===== config.mk =====
export PLATFORM = sky130hd
export DESIGN_NAME = if_fetch_unit
export DESIGN_NICKNAME = d
export VERILOG_FILES = /design/src/rtl/if_fetch_unit.sv
export SDC_FILE = /design/constraint.sdc
export NUM_CORES = 1
export LEC_CHECK = 0
export ABC_AREA = 1
export BUFFER_PORTS_ARGS = -buffer_cell sky130_fd_sc_hd__buf_2
export CAP_MARGIN = 20
export CORE_ASPECT_RATIO = 1.25
export CORE_MARGIN = 3
export CORE_UTILIZATION = 30
export DETAILED_ROUTE_END_ITERATION = 10
export GPL_TIMING_DRIVEN = 0
export MAX_ROUTING_LAYER = met4
export PLACE_DENSITY = 0.52
export SYNTH_ARGS = -nofsm -noshare
export SYNTH_HDL_FRONTEND = slang
export SYNTH_SLANG_ARGS = --single-unit

===== constraint.sdc =====
create_clock -name clk -period 3.6 [get_ports clk]
set_input_delay 0 -clock clk [delete_from_list [all_inputs] [get_ports clk]]
set_output_delay 0 -clock clk [all_outputs]
set_load 0.02 [all_outputs]

===== src/rtl/if_fetch_unit.sv =====
// Instruction fetch stage: owns the fetch PC, issues one outstanding word read
// at a time, and hands each instruction to ID over a valid/ready handshake.
module if_fetch_unit #(
  parameter logic [31:0] RESET_PC = 32'h0000_0000
) (
  input  logic        clk,
  input  logic        rst,
  output logic        mem_req,
  output logic [31:0] mem_addr,
  input  logic        mem_ack,
  input  logic [31:0] mem_rdata,
  input  logic        redirect_valid,
  input  logic [31:0] redirect_pc,
  output logic        id_valid,
  input  logic        id_ready,
  output logic [31:0] id_pc,
  output logic [31:0] id_inst
);

  // state   | meaning
  // IDLE    | out of reset, first request issued on the next edge
  // FETCH   | request outstanding at mem_addr
  // DRAIN   | wrong-path request outstanding, redirect target held in pend_pc
  // HOLD    | instruction presented to ID, waiting for id_ready
  localparam logic [1:0] S_IDLE  = 2'd0;
  localparam logic [1:0] S_FETCH = 2'd1;
  localparam logic [1:0] S_DRAIN = 2'd2;
  localparam logic [1:0] S_HOLD  = 2'd3;

  localparam logic [31:0] RESET_ADDR = RESET_PC & 32'hFFFF_FFFC;
  localparam logic [31:0] NOP_INST   = 32'h0000_0013;

  logic [1:0]  state;
  logic [31:0] pend_pc;
  logic [31:0] redir_pc;

  assign redir_pc = redirect_pc & 32'hFFFF_FFFC;
  assign mem_req  = (state == S_FETCH) || (state == S_DRAIN);
  assign id_valid = (state == S_HOLD);

  always_ff @(posedge clk or posedge rst) begin
    if (rst) begin
      state    <= S_IDLE;
      mem_addr <= RESET_ADDR;
      pend_pc  <= '0;
      id_pc    <= '0;
      id_inst  <= NOP_INST;
    end else begin
      case (state)
        S_IDLE: begin
          mem_addr <= RESET_ADDR;
          state    <= S_FETCH;
        end
        S_FETCH: begin
          if (mem_ack) begin
            if (redirect_valid) begin
              mem_addr <= redir_pc;
            end else begin
              id_inst <= mem_rdata;
              id_pc   <= mem_addr;
              state   <= S_HOLD;
            end
          end else if (redirect_valid) begin
            // the issued request cannot be withdrawn; wait out its ack
            pend_pc <= redir_pc;
            state   <= S_DRAIN;
          end
        end
        S_DRAIN: begin
          if (mem_ack) begin
            mem_addr <= redirect_valid ? redir_pc : pend_pc;
            state    <= S_FETCH;
          end else if (redirect_valid) begin
            pend_pc <= redir_pc;
          end
        end
        S_HOLD: begin
          // redirect outranks id_ready: a coincident handshake is not a transfer
          if (redirect_valid) begin
            mem_addr <= redir_pc;
            state    <= S_FETCH;
          end else if (id_ready) begin
            mem_addr <= id_pc + 32'd4;
            state    <= S_FETCH;
          end
        end
        default: state <= S_IDLE;
      endcase
    end
  end

endmodule

==> run metrics, run 1 <==
Sink Count=130; wire length of the first global-routing pass=between 30 and 40 mm; DR WL met2=10.46 mm; count of flip-flops with a built-in enable after synthesis=0; maximum resistive drop on vdd=0.0003989 V; xor and xnor area share after synthesis=0.004106; Clock Path Buffers=2; cells along the critical path=ha_1 > nand2_4 > or2_1 > o21ai_2 > o22ai_4 > clkbuf_1 > o21ai_0; post-synthesis simple-gate area fraction=0.2178; most numerous cell types in the synthesized netlist=248 x nand2_1, 127 x dfrtp_1, 79 x inv_1, 76 x o21ai_0, 67 x nor2_1; Largest stage delay, worst path=0.50 ns; antenna violations before repair=0; Syn Inst Count=771; multiplexer share of the synthesized area=0.05632; drt first-iter violations=407; relative contribution of sequential cells to total power=0.345; number of warnings printed during yosys synthesis=0; met3 layer wire length in the routed design=1.217 mm; Site Rows=between 50 and 60; all-layer global routing usage=0.1924; Async S/R FF share, synth=1.000; Boundary Pins=167; starting density of the core=0.3063; count of fill cells added during filler insertion=between 2000 and 2500; top cells by area in the synthesized netlist=dfrtp_1 50%, nand2_1 15%, o21ai_0 5.9%, mux2_2 5.6%, inv_1 4.6%; Sequential Area=3257 um2; fin worst setup slack=1.366 ns; residual antenna-violating net count after detailed routing=0; highest layer used for signal routing=met4; top cell type's share of synthesized area=0.4967; Data required, critical path=3.86 ns; prevailing post-synth register cell=dfrtp_1; path type of the worst min-delay path=input port to register; number of DRC violations after detailed routing=0; cell type with the highest aggregate area in the netlist=dfrtp_1; unrepaired setup endpoints after global routing=no; crit share post-route=0.6207; mean routed wirelength per cell=16.38 um; clock root buffer master=clkbuf_16; portion of total power attributed to combinational logic=0.423; die extent in y=approximately 170 um; outcome=finished, final reports clean; Internal Dissipation=4.371 mW; Post-CTS Setup Repair Bufs=0; Fmax achieved=447.6 MHz; maximum capacitance violations=0; worst-path maximum fanout=10; layout net count=1094; Worst setup SP type=register; largest net degree at the start of global routing=90; worst hold slack=0.04031 ns; worst setup timing slack at the placement stage=1.328 ns; via count of the first global-routing pass=~6200; slew margin rel.=0.5236; post-synthesis sequential area ratio=0.5090; CP Class=register to register; hold-fix buffers at CTS=66; Synth Cell Area=6399 um2; combinational family with the most area after synthesis=simple AND/OR/NAND/NOR gates; via-per-instance ratio=about 4.7; Static Leak=4.376 nW; post-detailed-placement half-perimeter wirelength=15.50 mm; area of the die=around 23000 um2; Floorplan Core Area=about 21000 um2; number of gates given a new drive strength after cts=0; length of the first detailed-routing pass in iterations=5; vias after detailed routing=6117; clock buffer count from CTS=17; maximum level of the CTS H-tree=4; area of combinational cells with multiple inputs=2665 um2; length of routed wiring on met1=9.261 mm; Routed Wire Length=21.40 mm; slowest CP cell=clkbuf_1; latest clock arrival within the worst-skew pair=0.41 ns; number of endpoints with negative hold slack in the final report=0; layout-stage area growth over the synthesis result=38.21%; Overall Power=around 7.6 mW; post-synthesis register bit count=130; Net Count, Synth=845; final weighted congestion of routability-driven global placement=roughly 0.9; total power divided by cell area=858.7 nW/um2; clock network power share=0.232; Final Setup Violations=0; most frequent cell after synthesis=nand2_1; kind of end point of the critical path=register; Sw Share=0.4243; area share of fa/ha/maj cells after synthesis=0.009777; ANT cells=0; Placed Area=7590 um2; number of buffers inserted by port buffering=163; synthesized-area fraction occupied by ao, oa, aoi and oai cells=0.1285; Die X=136.6 um; number of max-slew violations in the final report=0; Cell variety after synth=37; arrival time reported for the critical path endpoint=2.50 ns; mean post-synth cell area=around 8.3 um2; CTS tree=built; actual slew at the worst max-slew pin=0.7146 ns; area of all placed cells without fillers=8843 um2; worst clock skew=0.007778 ns; clock-pin transition on the worst setup and hold timing paths=0.05 ns; final critical-path required period=2.234 ns; ratio of cells with drive above 1 in the final layout=0.2578; net load switching power=~3.2 mW; leftover overflow at the end of global routing=0
worst max-delay path, delay by kind of cell (launching register included):
kind	cells	cell delay [ns]
AOI/OAI and AO/OA	3	0.55
adders and majority gates	1	0.30
buffers and inverters	1	0.50
DFF	1	0.41
and+or+nand+nor	2	0.31
layer usage:
metal / GRT usage / vias to the layer above
met4: 0.05875 / 0
met5: - / -
met3: 0.04419 / 23
li1: - / 2982
met1: 0.2355 / 2908
met2: 0.3160 / 204
path summary, 6_finish.rpt:
check | startpoint | to | slack (ns) | cells past startpoint
min in group asynchronous | rst | id_inst[17]$_DFFE_PP0P_ | 0.14 | 3
max | state[0]$_DFFE_PP0P_ | mem_addr[24]$_DFFE_PP0P_ | 1.37 | 7
max in group asynchronous | rst | pend_pc[12]$_DFFE_PP0P_ | 2.68 | 4
max reg2reg | state[0]$_DFFE_PP0P_ | mem_addr[24]$_DFFE_PP0P_ | 1.37 | 7
min | id_ready | state[1]$_DFFE_PP0P_ | 0.04 | 5
min reg2reg | pend_pc[6]$_DFFE_PP0P_ | pend_pc[6]$_DFFE_PP0P_ | 0.47 | 2
cells in the final DEF (no fill, tap or decap), types with 2 or more instances in the layout:
cell and count:
nand2_2 3, clkbuf_1 12, a22o_1 3, buf_2 177, o21ai_2 2, inv_1 78
o22ai_1 5, dlygate4sd3_1 66, clkinv_2 2, bufinv_16 2, a22oi_1 16, xnor2_1 2
dfrtp_1 127, nor3_1 5, nor2_1 67, dfstp_2 3, nand3_1 16, nand4_1 2
buf_6 4, nand3_2 2, inv_6 2, buf_1 2, o21ai_1 4, a21oi_1 15
a221oi_1 8, nand2_1 248, clkbuf_8 6, nor2_2 6, a211oi_1 3, o21bai_1 3
clkbuf_16 17, mux2_2 32, ha_1 5, o21ai_0 76, inv_2 3
final cells by class:
type | count | area share
buffer | 29 | 0.01811
clock buffer | 27 | 0.05914
clock inverter | 4 | 0.007923
inverter | 83 | 0.03636
multi-input combinational | 529 | 0.3014
sequential | 130 | 0.3683
tap | 274 | 0.03877
timing repair buffer | 230 | 0.1701
power groups by stage:
| stage | combinational, mW | clock, mW | sequential (mW) |
|---|---|---|---|
| floorplan | 1.51 | 0 | 3.09 |
| global placement | 3.16 | 0 | 2.62 |
| detailed placement | 3.19 | 0 | 2.64 |
| CTS | 3.26 | 1.80 | 2.62 |
| global route | 3.56 | 1.86 | 2.71 |
| finish | 3.21 | 1.76 | 2.62 |
stage by stage:
stage,cells,util,TNS [ns]
after global placement,1208,0.3617,-215.51
after detailed placement,1209,0.3633,0
after floorplan,771,-,0
final,1306,0.4233,0
after CTS,1306,0.4233,0
after global routing,1306,0.4233,0
sequential cells by signal, indices dropped and copies added, names as in the netlist:
signal	count
id_pc	32
id_inst	32
pend_pc	32
mem_addr	32
state	2
kinds of logic (layout without fill, tap and decap cells):
| family | count (synthesis) | after routing |
|---|---|---|
| adders and majority gates | 5 | 5 |
| muxes | 32 | 32 |
| buffers and inverters | 112 | 373 |
| AOI/OAI and AO/OA | 138 | 138 |
| xor gates and xnor gates | 3 | 3 |
| and+or+nand+nor | 351 | 351 |
| DFF | 130 | 130 |
(Power assumes the default switching activity.)
==> run 2: changes to the inputs <==
--- a/config.mk
+++ b/config.mk
@@ -14,7 +14,7 @@
 export DETAILED_ROUTE_END_ITERATION = 10
 export GPL_TIMING_DRIVEN = 0
 export MAX_ROUTING_LAYER = met4
-export PLACE_DENSITY = 0.52
+export PLACE_DENSITY = 0.5
 export SYNTH_ARGS = -nofsm -noshare
 export SYNTH_HDL_FRONTEND = slang
 export SYNTH_SLANG_ARGS = --single-unit
==> constraint.sdc (replaced) <==
create_clock -name clk -period 2.3 [get_ports clk]
set_input_delay 0 -clock clk [delete_from_list [all_inputs] [get_ports clk]]
set_output_delay 0 -clock clk [all_outputs]
set_load 0.02 [all_outputs]
==> run 2 against run 1 <==
Compared with the run above:
- worst setup slack got worse by 1.2 ns
- global-route usage rose by 0.47 points
- final cell count increased by 0.31%
- hold slack worse by 0.012 ns
- critical path depth increased by 3
- sequential share of layout area fell by 0.44 points
- cell area rose by 1.2%
- largest cell class unchanged
==> run metrics, run 2 (synthesis gave the netlist of run 1 again) <==
ratio of cells with drive above 1 in the final layout=0.2664 (was 0.2578); crit share post-route=0.9077 (was 0.6207); worst clock skew=0.008492 ns (was 0.007778 ns); CP Class=register to register (unchanged); slowest CP cell=dfrtp_1 (was clkbuf_1); net load switching power=5.128 mW (was 3.222 mW); unrepaired setup endpoints after global routing=no (unchanged); Site Rows=59 (unchanged); number of max-slew violations in the final report=0 (unchanged); drt first-iter violations=310 (was 407); number of buffers inserted by port buffering=163 (unchanged); clock root buffer master=clkbuf_16 (unchanged); worst-path maximum fanout=10 (unchanged); wire length of the first global-routing pass=34.01 mm (was 33.41 mm); length of the first detailed-routing pass in iterations=4 (was 5); CTS tree=built (unchanged); antenna violations before repair=0 (unchanged); Floorplan Core Area=20890 um2 (unchanged); layout net count=1097 (was 1094); path length in cells of the critical path=10 (was 7); total power divided by cell area=1353 nW/um2 (was 858.7 nW/um2); layout-stage area growth over the synthesis result=39.87% (was 38.21%); top library cells by usage in the layout, fill and taps aside=248 x nand2_1, 176 x buf_2, 127 x dfrtp_1 (was 248 x nand2_1, 177 x buf_2, 127 x dfrtp_1); total negative setup slack=0 ns (unchanged); kind of end point of the critical path=register (unchanged); starting density of the core=0.3063 (unchanged); area of combinational cells with multiple inputs=2673 um2 (was 2665 um2); Sink Count=130 (unchanged); Sequential Area=3257 um2 (unchanged); via count of the first global-routing pass=6228 (was 6190); Fmax achieved=479.0 MHz (was 447.6 MHz); final weighted congestion of routability-driven global placement=0.8763 (was 0.8794); latest clock arrival within the worst-skew pair=0.42 ns (was 0.41 ns); clock buffer count from CTS=17 (unchanged); largest net degree at the start of global routing=40 (was 90); leftover overflow at the end of global routing=0 (unchanged); post-detailed-placement half-perimeter wirelength=15.59 mm (was 15.50 mm); vias after detailed routing=6048 (was 6117); portion of total power attributed to combinational logic=0.419 (was 0.423); most common cell after layout, fill and taps aside=nand2_1 (unchanged); number of DRC violations after detailed routing=0 (unchanged); Static Leak=4.424 nW (was 4.376 nW); Routed Wire Length=21.45 mm (was 21.40 mm); largest delay contributor family on the critical path=simple AND/OR/NAND/NOR gates (was compound AO/OA/AOI/OAI gates); number of endpoints with negative hold slack in the final report=0 (unchanged); arrival time reported for the critical path endpoint=2.42 ns (was 2.50 ns); cell count of the worst hold path=5 (unchanged); maximum resistive drop on vdd=0.0006212 V (was 0.0003989 V); die extent in y=169.3 um (unchanged); outcome=finished, final reports clean (unchanged); final critical-path required period=2.088 ns (was 2.234 ns); clock-pin transition on the worst setup and hold timing paths=0.06 ns (was 0.05 ns); path type of the worst min-delay path=input port to register (unchanged); area of the die=23130 um2 (unchanged); all-layer global routing usage=0.1971 (was 0.1924); Util after Layout=0.4284 (was 0.4233); Clock Path Buffers=2 (unchanged); maximum level of the CTS H-tree=4 (unchanged); cells along the critical path=ha_1 > nand2_4 > or2_1 > o21ai_2 > o22ai_4 > nand2_2 > inv_2 > buf_6 > nand2_1 > o21ai_0 (was ha_1 > nand2_4 > or2_1 > o21ai_2 > o22ai_4 > clkbuf_1 > o21ai_0); depth of the most critical reg-to-reg path=10 (was 7); Internal Dissipation=6.978 mW (was 4.371 mW); Data required, critical path=2.63 ns (was 3.86 ns); Worst setup SP type=register (unchanged); Sw Share=0.4236 (was 0.4243); Die X=136.6 um (unchanged); slew margin rel.=0.5243 (was 0.5236); via-per-instance ratio=4.617 (was 4.684); mean routed wirelength per cell=16.37 um (was 16.38 um); residual antenna-violating net count after detailed routing=0 (unchanged); relative contribution of sequential cells to total power=0.339 (was 0.345); Final Setup Violations=0 (unchanged); actual slew at the worst max-slew pin=0.7135 ns (was 0.7146 ns); ANT cells=0 (unchanged); count of fill cells added during filler insertion=2158 (was 2104); maximum capacitance violations=0 (unchanged); number of buffer and inverter instances along the worst setup path=2 (was 1); Largest stage delay, worst path=0.42 ns (was 0.50 ns); clock network power share=0.242 (was 0.232); Boundary Pins=167 (unchanged)
==> run 2: cell types whose count changed in the layout (fill, tap and decap cells not counted), sizes merged <==
cell and change:
bufinv +2, buf +2, clkbuf -7, clkinvlp +2, clkinv +5
==> run 2: power groups by stage <==
stage                     Combinational (mW)  Clock (mW)  Sequential, mW
final                                   5.08        2.93            4.10
after global routing                    5.65        3.09            4.25
after CTS                               5.11        3.00            4.10
after detailed placement                5.01           0            4.12
after global placement                  4.96           0            4.10
after floorplan                         2.37           0            4.84
==> run 2: worst min-delay path: stages <==
cell	delay [ns]
buf_2	0.08
or2_1	0.10
o21ai_2	0.08
nor2_1	0.09
a21oi_1	0.05
==> run 2: worst paths after layout <==
kind                            slack [ns]                  endpoint              startpoint
min in group asynchronous             0.04      state[0]$_DFFE_PP0P_                     rst
worst min-delay path                  0.03      state[1]$_DFFE_PP0P_                id_ready
worst max register to register        0.21  mem_addr[24]$_DFFE_PP0P_    state[0]$_DFFE_PP0P_
worst max-delay path                  0.21  mem_addr[24]$_DFFE_PP0P_    state[0]$_DFFE_PP0P_
max in group asynchronous             1.39  mem_addr[30]$_DFFE_PP0P_                     rst
worst min register to register        0.47    pend_pc[4]$_DFFE_PP0P_  pend_pc[4]$_DFFE_PP0P_
==> run 2: layout make-up <==
class                           count  area share
Buffer                             29     0.01845
Clock buffer                       19     0.05061
Multi-Input combinational cell    529      0.2986
Sequential cell                   130      0.3639
Tap cell                          274     0.03831
Clock inverter                     13     0.02041
Inverter                           83     0.03579
Timing Repair Buffer              233      0.1739
==> run 2: timing repair <==
action / 4_1_cts / 5_1_grt
buffers inserted: 0 / 0
hold buffers: 66 / 0
setup endpoints to repair: 0 / 20
endpoints found under the hold margin: 189 / 0
resized for setup: 0 / 6
==> run 2: metal layers <==
metal  global-route usage  wire (um)  up-vias
met2               0.3198      10370      172
li1                     -          -     2999
met1               0.2410       9457     2844
met4              0.06795        536        0
met5                    -          0        -
met3              0.04567       1088       33
==> run 2: through the flow <==
step / setup WS, ns / area (um2) / total power, mW / cells / hold slack [ns]
2_1_floorplan: 0.5094 / 6402 / 7.211 / 771 / 0.1166
4_1_cts: 0.03032 / 8937 / 12.21 / 1310 / 0.01082
6_report: 0.2122 / 8950 / 12.11 / 1310 / 0.02869
3_5_place_dp: 0.04751 / 7641 / 9.131 / 1212 / -0.07761
3_3_place_gp: -0.3381 / 7561 / 9.060 / 1208 / 0.2224
5_1_grt: 0.02759 / 8950 / 12.99 / 1310 / 0.03890
==> run 3: changes to the inputs <==
--- a/config.mk
+++ b/config.mk
@@ -6,15 +6,15 @@
 export NUM_CORES = 1
 export LEC_CHECK = 0
 export ABC_AREA = 1
-export BUFFER_PORTS_ARGS = -buffer_cell sky130_fd_sc_hd__buf_2
 export CAP_MARGIN = 20
 export CORE_ASPECT_RATIO = 1.25
 export CORE_MARGIN = 3
 export CORE_UTILIZATION = 30
 export DETAILED_ROUTE_END_ITERATION = 10
+export DONT_BUFFER_PORTS = 1
 export GPL_TIMING_DRIVEN = 0
 export MAX_ROUTING_LAYER = met4
-export PLACE_DENSITY = 0.5
+export PLACE_DENSITY = 0.44
 export SYNTH_ARGS = -nofsm -noshare
 export SYNTH_HDL_FRONTEND = slang
 export SYNTH_SLANG_ARGS = --single-unit
==> constraint.sdc (replaced) <==
create_clock -name clk -period 2.3 [get_ports clk]
set_input_delay 0 -clock clk [delete_from_list [all_inputs] [get_ports clk]]
set_output_delay 0 -clock clk [all_outputs]
set_load 0.1 [all_outputs]
==> run 3 against run 2 <==
Compared with the run above:
- count of clock-buffer cells in the layout increased by 3
- via count is 8.3% lower
- routed wire length down 3.2%
- first-iteration DRC count is 3.5% higher
- core utilization decreased by 3.4 points
- hold slack gained 0.0052 ns
- non-clock buffer count down 163
- clock skew about the same
- register-to-register slack worse by 0.14 ns
==> run metrics, run 3 (synthesis gave the netlist of run 1 again) <==
area of the die=23130 um2 (unchanged); Boundary Pins=167 (unchanged); kind of end point of the critical path=register (unchanged); Post-CTS Setup Repair Bufs=0 (unchanged); maximum level of the CTS H-tree=4 (unchanged); Data required, critical path=2.59 ns (was 2.63 ns); internal reg-to-reg setup slack=0.07 ns (was 0.21 ns); unrepaired setup endpoints after global routing=yes (was no); number of DRC violations after detailed routing=0 (unchanged); final critical-path required period=2.229 ns (was 2.088 ns); outcome=finished, final reports clean (unchanged); vias after detailed routing=5549 (was 6048); largest net degree at the start of global routing=43 (was 40); number of buffers inserted by port buffering=0 (was 163); all-layer global routing usage=0.1902 (was 0.1971); layout net count=934 (was 1097); clock root buffer master=clkbuf_16 (unchanged); starting density of the core=0.3063 (unchanged); residual antenna-violating net count after detailed routing=0 (unchanged); worst clock skew=0.008756 ns (was 0.008492 ns); Sink Count=130 (unchanged); CP Class=register to register (unchanged); worst-path maximum fanout=9 (was 10); count of fill cells added during filler insertion=2112 (was 2158); final weighted congestion of routability-driven global placement=0.8654 (was 0.8763); post-detailed-placement half-perimeter wirelength=15.56 mm (was 15.59 mm); Fmax achieved=448.6 MHz (was 479.0 MHz); via-per-instance ratio=4.834 (was 4.617); Routed Wire Length=20.75 mm (was 21.45 mm); maximum capacitance violations=0 (unchanged); CTS tree=built (unchanged); latest clock arrival within the worst-skew pair=0.42 ns (about the same); Final Setup Violations=0 (unchanged); startpoint of the most critical setup path=state[1]$_DFFE_PP0P_ (was state[0]$_DFFE_PP0P_); slew margin rel.=0.2937 (was 0.5243); most common cell after layout, fill and taps aside=nand2_1 (unchanged); area of combinational cells with multiple inputs=2719 um2 (was 2673 um2); antenna violations before repair=1 (was 0); Die X=136.6 um (unchanged); Clock Path Buffers=2 (unchanged); number of standard cells in the layout, taps in and fillers out=1148 (was 1310); arrival time reported for the critical path endpoint=2.52 ns (was 2.42 ns); drt first-iter violations=321 (was 310); leftover overflow at the end of global routing=0 (unchanged); depth of the most critical reg-to-reg path=9 (was 10); length of the first detailed-routing pass in iterations=5 (was 4); Floorplan Core Area=20890 um2 (unchanged); top library cells by usage in the layout, fill and taps aside=247 x nand2_1, 99 x dfrtp_1, 78 x inv_1 (was 248 x nand2_1, 176 x buf_2, 127 x dfrtp_1); number of endpoints with negative hold slack in the final report=0 (unchanged); path type of the worst min-delay path=input port to register (unchanged); wire length of the first global-routing pass=32.37 mm (was 34.01 mm); Worst setup SP type=register (unchanged); placed instance count=1048 (was 1212); number of max-slew violations in the final report=0 (unchanged); reg-to-reg critical path endpoint=mem_addr[22]$_DFFE_PP0P_ (was mem_addr[24]$_DFFE_PP0P_); actual slew at the worst max-slew pin=1.059 ns (was 0.7135 ns); layout-stage area growth over the synthesis result=28.71% (was 39.87%); worst reg2reg startpoint=state[1]$_DFFE_PP0P_ (was state[0]$_DFFE_PP0P_); mean routed wirelength per cell=18.08 um (was 16.37 um); Site Rows=59 (unchanged); worst setup path endpoint=mem_addr[22]$_DFFE_PP0P_ (was mem_addr[24]$_DFFE_PP0P_); crit share post-route=0.9692 (was 0.9077); clock-pin transition on the worst setup and hold timing paths=0.06 ns (about the same); via count of the first global-routing pass=5747 (was 6228); ratio of cells with drive above 1 in the final layout=0.1695 (was 0.2664); die extent in y=169.3 um (unchanged); Sequential Area=3319 um2 (was 3257 um2); clock buffer count from CTS=17 (unchanged)
-- run 3: final cells by class --
type                            count  share of cell area
Buffer                             29             0.02081
Clock buffer                       22             0.05758
Clock inverter                     10             0.01884
Multi-Input combinational cell    529              0.3301
Sequential cell                   130              0.4031
Timing Repair Buffer               70             0.08873
Antenna cell                        1           0.0003039
Tap cell                          274             0.04163
Inverter                           83             0.03889
-- run 3: metrics by stage --
stage	setup TNS (ns)	utilization	area, um2	hold WS (ns)	worst slack [ns]
2_1_floorplan	0	-	6405	0.1166	0.03177
3_3_place_gp	-24.08	0.3230	6748	0.1201	-0.4869
3_5_place_dp	-20.07	0.3259	6808	-0.04538	-0.5118
4_1_cts	0	0.3908	8165	0.02401	0.01116
5_1_grt	-0.04050	0.3942	8235	0.04880	-0.02624
6_report	0	0.3942	8235	0.03390	0.07094
-- run 3: critical path: stages (launching register included) --
cell and delay [ns]:
dfrtp_1 0.41, inv_1 0.12, ha_1 0.19, buf_2 0.19
inv_1 0.20, nand2_1 0.23, a221oi_1 0.43, o21ai_0 0.17
nand2_1 0.08, o21ai_0 0.07
-- run 3: routing by layer --
metal  track usage  up-vias  routed length [um]
met1        0.2174     2675                8165
met5             -        -                   0
met3       0.05753       13                1588
met4       0.04910        0                 222
met2        0.3241      194               10780
li1              -     2667                   -
-- run 3: timing repair --
| item | 4_1_cts | 5_1_grt |
|---|---|---|
| hold endpoints to repair | 179 | 0 |
| resized for setup | 26 | 33 |
| hold buffers | 67 | 0 |
| endpoints found under the setup margin | 63 | 59 |
| pin swaps | 0 | 2 |
-- run 3: how the worst min path moves through the flow --
stage                        start                       to  slack (ns)  depth (start not counted)
detailed placement             rst  id_inst[26]$_DFFE_PP0P_       -0.05                          1
global placement    redirect_pc[9]   pend_pc[9]$_DFFE_PP0P_        0.12                          2
finish              redirect_valid     state[1]$_DFFE_PP0P_        0.03                          4
global route        redirect_valid     state[1]$_DFFE_PP0P_        0.05                          4
floorplan           redirect_pc[2]   pend_pc[2]$_DFFE_PP0P_        0.12                          2
CTS                 redirect_valid     state[1]$_DFFE_PP0P_        0.02                          4
Power of run 3 is not shown: default switching activity piles up to over one toggle a cycle in this logic, so the estimate is an artifact.
